[src/rtl/apb_uart.sv]
// apb_uart: APB3 slave UART with a CMSDK-style register map.
// 8N1 transmitter and receiver, one-byte buffer each way, integer baud divider.
// Optional macro APB_UART_IRQ_EN adds the registered TXINT/RXINT/UARTINT outputs.
module apb_uart #(
    parameter int unsigned BAUD_W = 20
) (
    input  logic        PCLK,
    input  logic        PRESET,
    input  logic        PSEL,
    input  logic [11:2] PADDR,
    input  logic        PENABLE,
    input  logic        PWRITE,
    input  logic [31:0] PWDATA,
    output logic [31:0] PRDATA,
    output logic        PREADY,
    input  logic        RXD,
    output logic        TXD,
    output logic        TXEN
`ifdef APB_UART_IRQ_EN
    ,
    output logic        TXINT,
    output logic        RXINT,
    output logic        UARTINT
`endif
);

    localparam logic [9:0] A_DATA  = 10'h000;
    localparam logic [9:0] A_STATE = 10'h001;
    localparam logic [9:0] A_CTRL  = 10'h002;
    localparam logic [9:0] A_INT   = 10'h003;
    localparam logic [9:0] A_BAUD  = 10'h004;
    localparam logic [BAUD_W-1:0] BAUD_MIN = BAUD_W'(16);

    typedef enum logic [1:0] {TX_IDLE, TX_START, TX_DATA, TX_STOP} tx_state_t;
    typedef enum logic [1:0] {RX_IDLE, RX_START, RX_DATA, RX_STOP} rx_state_t;

    // programmer-visible registers
    logic [3:0]        r_ctrl;
    logic [BAUD_W-1:0] r_baud;
    logic [1:0]        r_int;
    logic              r_tx_full, r_tx_ovr, r_rx_full, r_rx_ovr;
    logic [7:0]        r_tx_buf, r_rx_buf;

    // transmit shifter
    tx_state_t         r_tx_state, w_tx_state_n;
    logic [BAUD_W-1:0] r_tx_cnt, r_tx_period;
    logic [7:0]        r_tx_sr;
    logic [2:0]        r_tx_idx;
    logic              r_txd;

    // receive shifter
    rx_state_t         r_rx_state, w_rx_state_n;
    logic [BAUD_W-1:0] r_rx_cnt, r_rx_period;
    logic [7:0]        r_rx_sr;
    logic [2:0]        r_rx_idx;
    logic              r_rx_s1, r_rx_s2, r_rx_prev;

    logic w_wr, w_rd;
    logic w_wr_data, w_wr_state, w_wr_ctrl, w_wr_int, w_wr_baud, w_rd_data;
    logic w_halt, w_tx_end, w_tx_move, w_tx_accept, w_tx_drop;
    logic w_rx_run, w_rx_tick, w_rx_half, w_rx_done, w_rx_load;
    logic w_unused_pwdata;

    assign w_wr       = PSEL & PENABLE & PWRITE;
    assign w_rd       = PSEL & PENABLE & ~PWRITE;
    assign w_wr_data  = w_wr & (PADDR == A_DATA);
    assign w_wr_state = w_wr & (PADDR == A_STATE);
    assign w_wr_ctrl  = w_wr & (PADDR == A_CTRL);
    assign w_wr_int   = w_wr & (PADDR == A_INT);
    assign w_wr_baud  = w_wr & (PADDR == A_BAUD);
    assign w_rd_data  = w_rd & (PADDR == A_DATA);
    assign w_unused_pwdata = ^PWDATA[31:BAUD_W];

    assign w_halt      = (r_baud < BAUD_MIN);
    assign w_tx_end    = ~w_halt & (r_tx_cnt == r_tx_period - BAUD_W'(1));
    assign w_tx_move   = r_tx_full & r_ctrl[0] & ~w_halt &
                         ((r_tx_state == TX_IDLE) | ((r_tx_state == TX_STOP) & w_tx_end));
    assign w_tx_accept = w_wr_data & ~r_tx_full;
    assign w_tx_drop   = w_wr_data & r_tx_full;

    assign w_rx_run  = r_ctrl[1];
    assign w_rx_tick = ~w_halt & (r_rx_cnt == r_rx_period - BAUD_W'(1));
    assign w_rx_half = ~w_halt & (r_rx_cnt == (r_rx_period >> 1) - BAUD_W'(1));
    assign w_rx_done = (r_rx_state == RX_STOP) & w_rx_run & w_rx_tick & r_rx_s2;
    assign w_rx_load = w_rx_done & ~r_rx_full;

    assign PREADY = 1'b1;
    assign TXD    = r_txd;
    assign TXEN   = r_ctrl[0];

    // register file updates; a set and a clear in the same cycle leaves the flag set
    always_ff @(posedge PCLK) begin
        if (PRESET) begin
            r_ctrl    <= '0;
            r_baud    <= '0;
            r_int     <= '0;
            r_tx_full <= 1'b0;
            r_tx_ovr  <= 1'b0;
            r_rx_full <= 1'b0;
            r_rx_ovr  <= 1'b0;
            r_tx_buf  <= '0;
            r_rx_buf  <= '0;
        end else begin
            if (w_wr_ctrl)   r_ctrl   <= PWDATA[3:0];
            if (w_wr_baud)   r_baud   <= PWDATA[BAUD_W-1:0];
            if (w_tx_accept) r_tx_buf <= PWDATA[7:0];
            if (w_rx_load)   r_rx_buf <= r_rx_sr;
            r_tx_full <= w_tx_accept | (r_tx_full & ~w_tx_move);
            r_tx_ovr  <= w_tx_drop | (r_tx_ovr & ~(w_wr_state & PWDATA[2]));
            r_rx_full <= w_rx_load | (r_rx_full & ~w_rd_data);
            r_rx_ovr  <= (w_rx_done & r_rx_full) | (r_rx_ovr & ~(w_wr_state & PWDATA[3]));
            r_int[0]  <= (w_tx_move & r_ctrl[2]) | (r_int[0] & ~(w_wr_int & PWDATA[0]));
            r_int[1]  <= (w_rx_load & r_ctrl[3]) | (r_int[1] & ~(w_wr_int & PWDATA[1]));
        end
    end

    // combinational read mux
    always_comb begin
        PRDATA = '0;
        if (PSEL && !PWRITE) begin
            case (PADDR)
                A_DATA:  PRDATA = {24'h0, r_rx_buf};
                A_STATE: PRDATA = {28'h0, r_rx_ovr, r_tx_ovr, r_rx_full, r_tx_full};
                A_CTRL:  PRDATA = {28'h0, r_ctrl};
                A_INT:   PRDATA = {30'h0, r_int};
                A_BAUD:  PRDATA = 32'(r_baud);
                default: PRDATA = '0;
            endcase
        end
    end

    // TX state register
    always_ff @(posedge PCLK) begin
        if (PRESET) r_tx_state <= TX_IDLE;
        else        r_tx_state <= w_tx_state_n;
    end

    // TX next state; a queued byte restarts straight from the stop bit
    always_comb begin
        w_tx_state_n = r_tx_state;
        case (r_tx_state)
            TX_IDLE:  if (w_tx_move) w_tx_state_n = TX_START;
            TX_START: if (w_tx_end) w_tx_state_n = TX_DATA;
            TX_DATA:  if (w_tx_end && r_tx_idx == 3'd7) w_tx_state_n = TX_STOP;
            TX_STOP:  if (w_tx_end) w_tx_state_n = w_tx_move ? TX_START : TX_IDLE;
            default:  w_tx_state_n = TX_IDLE;
        endcase
    end

    // TX bit timing and serial output; the divider is re-latched at every bit boundary
    always_ff @(posedge PCLK) begin
        if (PRESET) begin
            r_txd       <= 1'b1;
            r_tx_cnt    <= '0;
            r_tx_period <= '0;
            r_tx_sr     <= '0;
            r_tx_idx    <= '0;
        end else if (w_tx_move) begin
            r_txd       <= 1'b0;
            r_tx_sr     <= r_tx_buf;
            r_tx_cnt    <= '0;
            r_tx_period <= r_baud;
            r_tx_idx    <= '0;
        end else if (r_tx_state != TX_IDLE && w_tx_end) begin
            r_tx_cnt    <= '0;
            r_tx_period <= r_baud;
            case (r_tx_state)
                TX_START: r_txd <= r_tx_sr[0];
                TX_DATA: begin
                    r_tx_idx <= r_tx_idx + 3'd1;
                    r_tx_sr  <= r_tx_sr >> 1;
                    r_txd    <= (r_tx_idx == 3'd7) ? 1'b1 : r_tx_sr[1];
                end
                default:  r_txd <= 1'b1;
            endcase
        end else if (r_tx_state != TX_IDLE && !w_halt) begin
            r_tx_cnt <= r_tx_cnt + BAUD_W'(1);
        end
    end

    // RX state register
    always_ff @(posedge PCLK) begin
        if (PRESET) r_rx_state <= RX_IDLE;
        else        r_rx_state <= w_rx_state_n;
    end

    // RX next state; a start bit that is high at mid-bit is treated as a glitch
    always_comb begin
        w_rx_state_n = r_rx_state;
        if (!w_rx_run) begin
            w_rx_state_n = RX_IDLE;
        end else begin
            case (r_rx_state)
                RX_IDLE:  if (!w_halt && r_rx_prev && !r_rx_s2) w_rx_state_n = RX_START;
                RX_START: if (w_rx_half) w_rx_state_n = r_rx_s2 ? RX_IDLE : RX_DATA;
                RX_DATA:  if (w_rx_tick && r_rx_idx == 3'd7) w_rx_state_n = RX_STOP;
                RX_STOP:  if (w_rx_tick) w_rx_state_n = RX_IDLE;
                default:  w_rx_state_n = RX_IDLE;
            endcase
        end
    end

    // RX synchroniser, bit timing and shift-in (LSB first)
    always_ff @(posedge PCLK) begin
        if (PRESET) begin
            r_rx_s1     <= 1'b1;
            r_rx_s2     <= 1'b1;
            r_rx_prev   <= 1'b1;
            r_rx_cnt    <= '0;
            r_rx_period <= '0;
            r_rx_sr     <= '0;
            r_rx_idx    <= '0;
        end else begin
            r_rx_s1   <= RXD;
            r_rx_s2   <= r_rx_s1;
            r_rx_prev <= r_rx_s2;
            if (r_rx_state == RX_IDLE) begin
                r_rx_cnt    <= '0;
                r_rx_period <= r_baud;
                r_rx_idx    <= '0;
            end else if ((r_rx_state == RX_START && w_rx_half) ||
                         (r_rx_state != RX_START && w_rx_tick)) begin
                r_rx_cnt    <= '0;
                r_rx_period <= r_baud;
                if (r_rx_state == RX_DATA) begin
                    r_rx_sr  <= {r_rx_s2, r_rx_sr[7:1]};
                    r_rx_idx <= r_rx_idx + 3'd1;
                end
            end else if (!w_halt) begin
                r_rx_cnt <= r_rx_cnt + BAUD_W'(1);
            end
        end
    end

`ifdef APB_UART_IRQ_EN
    logic r_txint, r_rxint, r_uartint;

    // registered interrupt outputs
    always_ff @(posedge PCLK) begin
        if (PRESET) begin
            r_txint   <= 1'b0;
            r_rxint   <= 1'b0;
            r_uartint <= 1'b0;
        end else begin
            r_txint   <= r_int[0];
            r_rxint   <= r_int[1];
            r_uartint <= r_int[0] | r_int[1] | (r_tx_ovr & r_ctrl[2]) | (r_rx_ovr & r_ctrl[3]);
        end
    end

    assign TXINT   = r_txint;
    assign RXINT   = r_rxint;
    assign UARTINT = r_uartint;
`endif

endmodule

[config.mk]
export PLATFORM = sky130hd
export DESIGN_NAME = apb_uart
export DESIGN_NICKNAME = d
export VERILOG_FILES = /design/src/rtl/apb_uart.sv
export SDC_FILE = /design/constraint.sdc
export NUM_CORES = 1
export LEC_CHECK = 0
export CORE_AREA = 3 3 147 149
export DETAILED_ROUTE_END_ITERATION = 10
export DIE_AREA = 0 0 150 152
export GPL_ROUTABILITY_DRIVEN = 0
export SLEW_MARGIN = 20
export SYNTH_ARGS = -nofsm -noshare
export SYNTH_HDL_FRONTEND = slang
export SYNTH_SLANG_ARGS = --single-unit
export TNS_END_PERCENT = 50
[constraint.sdc]
create_clock -name PCLK -period 4.3 [get_ports PCLK]
set_input_delay 1.29 -clock PCLK [delete_from_list [all_inputs] [get_ports PCLK]]
set_output_delay 1.29 -clock PCLK [all_outputs]
set_load 0.005 [all_outputs]
==> qor.csv, run 1 <==
stage,metric,value,unit
timing,Setup Skew,10.8,ps
die,initial core utilization,45.0,%
pwr,Clock power frac,48.4,%
global_routing,grt total ovfl,0,
pwr,Comb power frac,5.0,%
place,quantity of I/O buffers inserted on ports,57,
global_routing,initial antenna violation count,0,
final_layout,Final nets,1216,
synthesis,Mapped Area,0.00913,mm2
clocking,"Clk Latency, worst-skew pair",440,ps
die,die area,0.0228,mm2
drt,1st-pass router iterations,5,
timing,Tmin final,4180,ps
timing,maximum clock frequency,0.239,GHz
drt,DR DRC count,0,
clocking,CTS tree,done,
final_layout,# fillers,1945,
clocking,clock root buffer,clkbuf_16,
run_status,status,"complete, no violations",
synthesis,dominant cell type by area after synthesis,dfxtp_1,
final_layout,Layout area overhead,17.1,%
timing,final hold violations,0,
timing,Final Cycle Share,97.2,%
global_routing,GRT met2 Usage,34.0,%
clocking,number of hold buffers added after cts,0,
global_routing,global-route wire length before repair,40500,um
pwr,Peak VDD IR,0.284,mV
critical_path,WS Path Type,primary input to output pin,
die,core area,0.0203,mm2
final_layout,Antenna Cells,0,
timing,count of pins over their slew limit,0,
pwr,Power Total,3110,uW
clocking,clock sink total,156,
die,I/O pin count,83,
critical_path,type of origin of the critical path,primary input,
final_layout,fin area,0.0107,mm2
timing,Least-Margin Pin Slew,1040,ps
synthesis,Yosys cell types,80,
final_layout,most frequent cells in the layout,"156 x dfxtp_1, 98 x nand2_1, 96 x nor2_1",
synthesis,post-synthesis mux area share,5.43,%
global_routing,largest net degree at the start of global routing,97,
die,die height,152,um
final_layout,layout cells sized above 1,14.5,%
clocking,Num CTS Buffers,17,
synthesis,Synth Area in XOR/XNOR,10.6,%
final_layout,"most common cell after layout, fill and taps aside",dfxtp_1,
synthesis,compound-cell area share of the yosys netlist,14.9,%
pwr,switching part of the total,25.1,%
global_routing,M1 GR Usage,30.3,%
global_routing,met3 Use GR,4.35,%
die,Chip Width,150,um
pwr,net switching power,782,uW
pwr,Cell Pwr Density,291,mW/mm2
min_path,Hold Crit Class,flip-flop to flip-flop,
timing,Final setup viols,0,
drt,"wirelength, routed",25100,um
synthesis,Syn Inst Count,1104,
critical_path,CP endpoint kind,output pin,
clocking,clock slew at reported path FFs,70,ps
synthesis,share of the synthesized area in the top cell type,34.2,%
pwr,Leak,0.00402,uW
clocking,H-tree depth,4,
drt,routed vias/inst,5.65,
pwr,Flop pwr share,46.7,%
synthesis,Synth area leaders,"dfxtp_1 34%, xnor2_1 6.6%, mux2i_1 4.9%, nand2_1 4.1%, nor2_1 4.1%",
place,Post-DP Area,0.00996,mm2
synthesis,Main synth FF type,dfxtp_1,
synthesis,sequential fraction of the synthesis area,34.2,%
die,Site Rows,52,
synthesis,register bit total from synthesis,156,
synthesis,Post-synth ARST share,0,%
critical_path,"Arr. time, crit path",2890,ps
global_routing,Total GRT Usage,21.8,%
synthesis,largest family of logic cells by synthesized area,simple AND/OR/NAND/NOR gates,
synthesis,Post-Synth Adder-Cell Area,1.92,%
synthesis,"Avg Cell Area, Syn",8.27,um2
pwr,Internal,2330,uW
drt,per-cell routed wire length,17.5,um
synthesis,Yosys warnings,0,
drt,"antenna viol nets, final",0,
drt,Starting DRT DRC Count,585,
critical_path,CP max FO,6,
critical_path,Worst Path Required,3010,ps
clocking,CTS Buffer Depth,2,
global_routing,vias in the first global route,7660,
synthesis,number of enable flip-flop cells after synthesis,0,
drt,via count,8114,
synthesis,simple-gate share of the synthesized area,26.7,%
timing,unrepaired setup endpoints after global routing,no,
flow_run,max cap viols,0,
place,HPWL Detailed,18000,um
timing,slew margin rel.,30.6,%
global_routing,global route hottest layer,met2,
[cell usage after synthesis, drive strengths merged, types with 4 or more instances]
| library cell | number |
|---|---|
| a211oi | 6 |
| a21oi | 61 |
| a222oi | 4 |
| a22oi | 7 |
| a31o | 20 |
| a31oi | 4 |
| and2 | 6 |
| and3 | 24 |
| buf | 44 |
| clkbuf | 55 |
| dfxtp | 156 |
| ha | 14 |
| inv | 21 |
| mux2 | 4 |
| mux2i | 45 |
| nand2 | 99 |
| nand3 | 53 |
| nand4 | 23 |
| nor2 | 99 |
| nor3 | 46 |
| nor3b | 8 |
| nor4 | 25 |
| nor4b | 24 |
| o2111ai | 6 |
| o211ai | 7 |
| o21a | 5 |
| o21ai | 38 |
| o31a | 4 |
| o31ai | 14 |
| or2 | 8 |
| or3 | 7 |
| or4 | 13 |
| xnor2 | 69 |
| xor2 | 41 |
[path summary, 6_finish.rpt]
path	from	end	slack [ps]	cells after the start
max reg2reg	r_rx_period[1]$_SDFFE_PP0P_	r_rx_sr[6]$_SDFFE_PP0P_	340	10
min reg2reg	r_rx_s1$_SDFF_PP1_	r_rx_s2$_SDFF_PP1_	420	1
min	r_rx_s1$_SDFF_PP1_	r_rx_s2$_SDFF_PP1_	420	1
max	PADDR[11]	PRDATA[19]	120	8
[area by class of cell]
type                    instances  area (um2)  area share, %
multi-input cells             839        5550           51.9
flip-flops and latches        156        3120           29.2
repair buffers                119        1020           9.57
clock buffers                  18         429           4.01
well taps                     270         338           3.16
clock inverters                14         150           1.40
inverters                      21        78.8          0.737
[power by group through the flow]
stage          Sequential (uW)  Clock, uW  Combinational (uW)
6_report                  1450       1510                 155
4_1_cts                   1450       1530                 153
5_1_grt                   1450       1600                 172
2_1_floorplan             1480          0                91.1
3_3_place_gp              1490          0                 152
3_5_place_dp              1490          0                 153
[worst max-delay path, cell delays in order]
cell,delay [ps]
dlygate4sd2_1,240
nor4_2,240
nand2_2,140
nor4b_4,300
buf_4,170
buf_4,120
and3_1,150
dlygate4sd2_1,240
[cell families after synthesis]
| family | count (synthesis) |
|---|---|
| AND/OR/NAND/NOR | 453 |
| AO/OA/AOI/OAI | 200 |
| flip-flops | 156 |
| buffers and inverters | 120 |
| XOR/XNOR | 110 |
| multiplexers | 49 |
| adder cells (fa/ha/maj) | 14 |
| other | 2 |
[per-stage QoR]
step / util, % / std cells / setup WS (ps) / hold slack, ps / setup TNS [ps]
2_1_floorplan: - / 1115 / 136 / 389 / 0
3_3_place_gp: 49.1 / 1386 / -503 / 392 / -8040
3_5_place_dp: 49.1 / 1386 / -485 / 400 / -7750
4_1_cts: 52.5 / 1434 / 5.78 / 418 / 0
5_1_grt: 52.7 / 1437 / 0.537 / 424 / 0
6_report: 52.7 / 1437 / 120 / 416 / 0
[metal layers]
layer | vias up | wire (um)
met5 | - | 0
met3 | 42 | 1300
met1 | 3785 | 11800
li1 | 4061 | -
met4 | 0 | 571
met2 | 226 | 11400
[registers in the layout, indices dropped and copies added, names as in the netlist, 2 cells and up, named ones only]
| register | cells |
|---|---|
| r_ctrl | 4 |
| r_tx_idx | 3 |
| r_rx_cnt | 20 |
| r_rx_idx | 3 |
| r_tx_period | 20 |
| r_rx_buf | 8 |
| r_baud | 20 |
| r_tx_cnt | 20 |
| r_rx_sr | 8 |
| r_tx_sr | 8 |
| r_int | 2 |
| r_rx_period | 20 |
| r_tx_buf | 8 |
| r_tx_state | 2 |
[timing repair]
action	CTS	global route
setup endpoints to repair	20	20
buffers inserted	14	4
gates resized for setup	55	17
pin swaps	11	9
gates cloned	2	0
Note: power is estimated with default switching activity, not from simulation.
==> run 2, diff against run 1 <==
CORE_AREA = 3 3 133 135   (was 3 3 147 149)
DIE_AREA = 0 0 136 138   (was 0 0 150 152)
PLACE_DENSITY = 0.76   (was default)
==> qor.csv, run 2 (synthesized netlist as in run 1, its figures left out) <==
stage,metric,value,unit,change
run_status,status,"complete, no violations",,unchanged
critical_path,CP peak stage delay,350,ps,was 300 ps
timing,setup TNS,0,ps,unchanged
critical_path,crit path max-delay cell type,nor4b_4,,unchanged
die,die area,0.0188,mm2,was 0.0228 mm2
critical_path,"CP delay by family, top",simple AND/OR/NAND/NOR gates,,unchanged
global_routing,initial antenna violation count,0,,unchanged
critical_path,"most used cell, CP",buf_2,,
final_layout,Layout area overhead,16.0,%,was 17.1%
global_routing,Total GRT Usage,25.5,%,was 21.8%
pwr,Clock power frac,48.6,%,was 48.4%
place,HPWL Detailed,16600,um,was 18000 um
timing,Final setup viols,0,,unchanged
final_layout,# fillers,1407,,was 1945
timing,slew margin rel.,28.6,%,was 30.6%
global_routing,global-route wire length before repair,39300,um,was 40500 um
pwr,Leak,0.00390,uW,was 0.00402 uW
drt,"antenna viol nets, final",0,,unchanged
timing,maximum clock frequency,0.234,GHz,was 0.239 GHz
die,core area,0.0166,mm2,was 0.0203 mm2
clocking,number of hold buffers added after cts,0,,unchanged
pwr,Flop pwr share,46.5,%,was 46.7%
pwr,switching part of the total,26.0,%,was 25.1%
critical_path,CP max FO,3,,was 6
clocking,"Clk Latency, worst-skew pair",430,ps,was 440 ps
flow_run,max cap viols,0,,unchanged
pwr,Power Total,3120,uW,was 3110 uW
critical_path,"Arr. time, crit path",2980,ps,was 2890 ps
pwr,Peak VDD IR,0.323,mV,was 0.284 mV
die,die height,138,um,was 152 um
clocking,clock sink total,156,,unchanged
timing,final hold violations,0,,unchanged
global_routing,grt total ovfl,0,,unchanged
final_layout,Final nets,1202,,was 1216
min_path,Hold Crit Class,flip-flop to flip-flop,,unchanged
drt,1st-pass router iterations,6,,was 5
pwr,Comb power frac,4.9,%,was 5.0%
critical_path,type of origin of the critical path,primary input,,unchanged
timing,Final Cycle Share,99.3,%,was 97.2%
global_routing,global route hottest layer,met2,,unchanged
global_routing,vias in the first global route,7620,,was 7660
drt,Starting DRT DRC Count,698,,was 585
clocking,clock root buffer,clkbuf_16,,unchanged
final_layout,Storage cell area,0.00312,mm2,unchanged
clocking,Num CTS Buffers,17,,unchanged
drt,via count,8311,,was 8114
timing,setup slack after layout,32.2,ps,was 120 ps
critical_path,Buf/Inv on CP,4,,unchanged
critical_path,WS Path Type,primary input to output pin,,unchanged
place,pre-CTS WS,-444,ps,was -485 ps
place,quantity of I/O buffers inserted on ports,57,,unchanged
timing,Least-Margin Pin Slew,1070,ps,was 1040 ps
die,Site Rows,47,,was 52
timing,worst hold slack,434,ps,was 416 ps
critical_path,Worst Path Required,3010,ps,about the same
clocking,clock slew at reported path FFs,70,ps,about the same
global_routing,M1 GR Usage,34.7,%,was 30.3%
timing,Setup Skew,13.2,ps,was 10.8 ps
final_layout,"most common cell after layout, fill and taps aside",dfxtp_1,,unchanged
global_routing,met3 Use GR,4.40,%,was 4.35%
timing,Tmin final,4270,ps,was 4180 ps
timing,count of pins over their slew limit,0,,unchanged
final_layout,most frequent cells in the layout,"156 x dfxtp_1, 98 x nand2_1, 95 x nor2_1",,"was 156 x dfxtp_1, 98 x nand2_1, 96 x nor2_1"
pwr,net switching power,812,uW,was 782 uW
pwr,Internal,2310,uW,was 2330 uW
final_layout,layout cells sized above 1,15.8,%,was 14.5%
drt,DR DRC count,0,,unchanged
critical_path,CP endpoint kind,output pin,,unchanged
die,Chip Width,136,um,was 150 um
global_routing,largest net degree at the start of global routing,101,,was 97
final_layout,final core utilization,63.9,%,was 52.7%
critical_path,crit path cell chain,"clkdlybuf4s15_1, nor4_2, nand2_2, nor4b_4, buf_2, buf_4, a222oi_1, nor2_1, buf_2",,"was dlygate4sd2_1, nor4_2, nand2_2, nor4b_4, buf_4, buf_4, and3_1, dlygate4sd2_1"
die,I/O pin count,83,,unchanged
drt,per-cell routed wire length,17.6,um,was 17.5 um
die,initial core utilization,55.1,%,was 45.0%
global_routing,GRT met2 Usage,40.9,%,was 34.0%
clocking,H-tree depth,4,,unchanged
clocking,CTS tree,done,,unchanged
drt,routed vias/inst,6.05,,was 5.65
final_layout,Antenna Cells,0,,unchanged
clocking,CTS Buffer Depth,2,,unchanged
pwr,Cell Pwr Density,295,mW/mm2,was 291 mW/mm2
drt,"wirelength, routed",24100,um,was 25100 um
final_layout,footprint of the multi-input gates,0.00563,mm2,was 0.00555 mm2
## run 2: final cells by class
type                            count  share of cell area (%)
Clock buffer                       18                    4.15
Multi-Input combinational cell    839                    53.2
Inverter                           21                   0.744
Timing Repair Buffer              105                    8.23
Clock inverter                     14                    1.61
Tap cell                          220                    2.60
Sequential cell                   156                    29.5
## run 2: what timing repair did
action,CTS,global route
cloned,2,0
endpoints found under the setup margin,20,20
buffers inserted,11,0
gates resized for setup,114,11
pin swaps,16,7
## run 2: power groups by stage
stage          Combinational, uW  Sequential, uW  Clock, uW
4_1_cts                      149            1450       1530
3_5_place_dp                 147            1490          0
6_report                     152            1450       1520
2_1_floorplan               91.1            1480          0
5_1_grt                      167            1450       1590
3_3_place_gp                 147            1490          0
## run 2: routing by layer
| layer | share of wire (%) | vias up |
|---|---|---|
| li1 | - | 4027 |
| met1 | 43 | 3917 |
| met2 | 47 | 320 |
| met3 | 7.4 | 47 |
| met4 | 2.3 | 0 |
| met5 | 0 | - |
## run 2: worst paths after layout
kind              slack (ps)  depth (start not counted)                   startpoint                        to
setup / recovery          30                          9                     PADDR[8]                 PRDATA[2]
hold / removal           430                          1           r_rx_s1$_SDFF_PP1_        r_rx_s2$_SDFF_PP1_
setup reg to reg         340                         11  r_rx_period[1]$_SDFFE_PP0P_  r_rx_buf[0]$_SDFFE_PP0P_
hold reg to reg          430                          1           r_rx_s1$_SDFF_PP1_        r_rx_s2$_SDFF_PP1_
## run 2: through the flow
stage	cells	area, um2
6_report	1373	10600
5_1_grt	1373	10600
4_1_cts	1373	10600
3_5_place_dp	1328	9830
3_3_place_gp	1328	9830
2_1_floorplan	1115	9170
==> run 3, diff against run 2 <==
CORE_AREA = 3 3 196 198   (was 3 3 133 135)
DIE_AREA = 0 0 199 201   (was 0 0 136 138)
PLACE_DENSITY = 0.4   (was 0.76)
clock period = 4.7 ns   (was 4.3 ns; I/O delays follow)
==> qor.csv, run 3 (synthesized netlist as in run 1, its figures left out) <==
stage,metric,value,unit,change
critical_path,CP endpoint kind,output pin,,unchanged
timing,Final Cycle Share,98.3,%,
clocking,CTS tree,done,,unchanged
critical_path,worst setup path start,PADDR[11],,was PADDR[8]
final_layout,"most common cell after layout, fill and taps aside",dfxtp_1,,unchanged
critical_path,"Arr. time, crit path",3210,ps,was 2980 ps
clocking,clock slew at reported path FFs,60,ps,was 70 ps
drt,"wirelength, routed",28700,um,was 24100 um
pwr,Flop pwr share,45.6,%,was 46.5%
clocking,Num CTS Buffers,17,,unchanged
clocking,"Clk Latency, worst-skew pair",450,ps,was 430 ps
timing,count of pins over their slew limit,0,,unchanged
final_layout,layout cells sized above 1,13.0,%,was 15.8%
run_status,status,"complete, no violations",,unchanged
drt,"antenna viol nets, final",0,,unchanged
pwr,switching part of the total,26.3,%,was 26.0%
timing,unrepaired setup endpoints after global routing,no,,
final_layout,Antenna Cells,0,,unchanged
min_path,Worst Hold Launch,r_rx_s1$_SDFF_PP1_,,unchanged
min_path,Hold Crit Class,flip-flop to flip-flop,,unchanged
die,initial core utilization,24.9,%,was 55.1%
timing,Tmin final,4620,ps,
timing,Setup Skew,15.1,ps,was 13.2 ps
drt,routed vias/inst,4.97,,was 6.05
final_layout,footprint of the multi-input gates,0.00555,mm2,was 0.00563 mm2
die,die height,201,um,was 138 um
place,HPWL Detailed,20800,um,was 16600 um
drt,via count,8042,,was 8311
global_routing,vias in the first global route,7939,,was 7620
pwr,Comb power frac,5.0,%,was 4.9%
global_routing,grt total ovfl,0,,unchanged
clocking,clock sink total,156,,unchanged
pwr,Leak,0.00389,uW,was 0.00390 uW
drt,Starting DRT DRC Count,524,,was 698
die,core area,0.0367,mm2,was 0.0166 mm2
drt,DR DRC count,0,,unchanged
die,I/O pin count,83,,unchanged
final_layout,Final nets,1199,,was 1202
flow_run,max cap viols,0,,unchanged
global_routing,Total GRT Usage,14.7,%,was 25.5%
drt,per-cell routed wire length,17.8,um,was 17.6 um
pwr,Internal,2150,uW,was 2310 uW
clocking,CTS Buffer Depth,2,,unchanged
global_routing,largest net degree at the start of global routing,80,,was 101
drt,1st-pass router iterations,5,,was 6
timing,Final setup viols,0,,unchanged
critical_path,CP max FO,4,,was 3
critical_path,R2R Path Start,r_rx_period[1]$_SDFFE_PP0P_,,unchanged
die,Chip Width,199,um,was 136 um
timing,final hold violations,0,,unchanged
global_routing,initial antenna violation count,0,,unchanged
final_layout,Storage cell area,0.00312,mm2,unchanged
place,quantity of I/O buffers inserted on ports,57,,unchanged
timing,slew margin rel.,34.5,%,was 28.6%
critical_path,WS Path Type,primary input to output pin,,unchanged
clocking,H-tree depth,4,,unchanged
final_layout,most frequent cells in the layout,"156 x dfxtp_1, 99 x nand2_1, 96 x nor2_1",,"was 156 x dfxtp_1, 98 x nand2_1, 95 x nor2_1"
final_layout,Layout area overhead,18.5,%,was 16.0%
critical_path,Worst Path Required,3290,ps,was 3010 ps
pwr,Clock power frac,49.4,%,was 48.6%
clocking,number of hold buffers added after cts,0,,unchanged
global_routing,global-route wire length before repair,46400,um,was 39300 um
critical_path,type of origin of the critical path,primary input,,unchanged
pwr,Peak VDD IR,0.225,mV,was 0.323 mV
die,Site Rows,70,,was 47
timing,setup TNS,0,ps,unchanged
pwr,Cell Pwr Density,269,mW/mm2,was 295 mW/mm2
die,die area,0.0400,mm2,was 0.0188 mm2
timing,maximum clock frequency,0.217,GHz,
final_layout,# fillers,3904,,was 1407
clocking,clock root buffer,clkbuf_16,,unchanged
final_layout,final core utilization,29.5,%,was 63.9%
timing,Least-Margin Pin Slew,980,ps,was 1070 ps
pwr,net switching power,765,uW,was 812 uW
## run 3: stage by stage
step / instances / cell area [um2] / total power [uW] / setup slack [ps] / hold WS [ps]
floorplan: 1115 / 9170 / 1440 / 296 / 389
global placement: 1581 / 10200 / 1500 / -484 / 405
detailed placement: 1581 / 10200 / 1500 / -473 / 405
CTS: 1617 / 10800 / 2960 / -3.08 / 421
global route: 1618 / 10800 / 3030 / 1.78 / 433
finish: 1618 / 10800 / 2910 / 81.7 / 416
## run 3: worst paths after layout
check                                                    end  slack, ps  cells after the start
worst max-delay path                               PRDATA[0]         80                      9
worst min-delay path                      r_rx_s2$_SDFF_PP1_        420                      1
worst max register to register  r_rx_period[17]$_SDFFE_PP0P_        590                     11
worst min register to register            r_rx_s2$_SDFF_PP1_        420                      1
## run 3: what timing repair did
action | CTS | global route
resized for setup | 35 | 19
buffers inserted | 4 | 1
pin swaps | 6 | 7
setup endpoints to repair | 20 | 20
## run 3: power groups by stage
stage | Combinational [uW] | Clock [uW] | Sequential [uW]
finish | 145 | 1440 | 1330
global route | 161 | 1540 | 1330
CTS | 146 | 1490 | 1330
detailed placement | 145 | 0 | 1360
global placement | 144 | 0 | 1360
floorplan | 83.3 | 0 | 1360
## run 3: critical path, stage by stage
cell	delay, ps
clkdlybuf4s50_1	400
nor4_1	220
nand2_1	200
nor4b_4	270
buf_4	150
buf_4	110
a222oi_1	90
nor2_1	120
clkdlybuf4s15_1	230
## run 3: final cells by class
class	instances	area share, %
Clock buffer	18	4.06
Clock inverter	14	1.41
Inverter	21	0.729
Multi-Input combinational cell	839	51.3
Sequential cell	156	28.9
Tap cell	468	5.41
Timing Repair Buffer	102	8.23
## run 3: routing by layer
metal	track usage, %	routed length [um]	up-vias
li1	-	-	4032
met5	0	0	-
met3	2.45	774	24
met1	20.6	14300	3863
met2	23.5	13400	123
met4	3.79	331	0
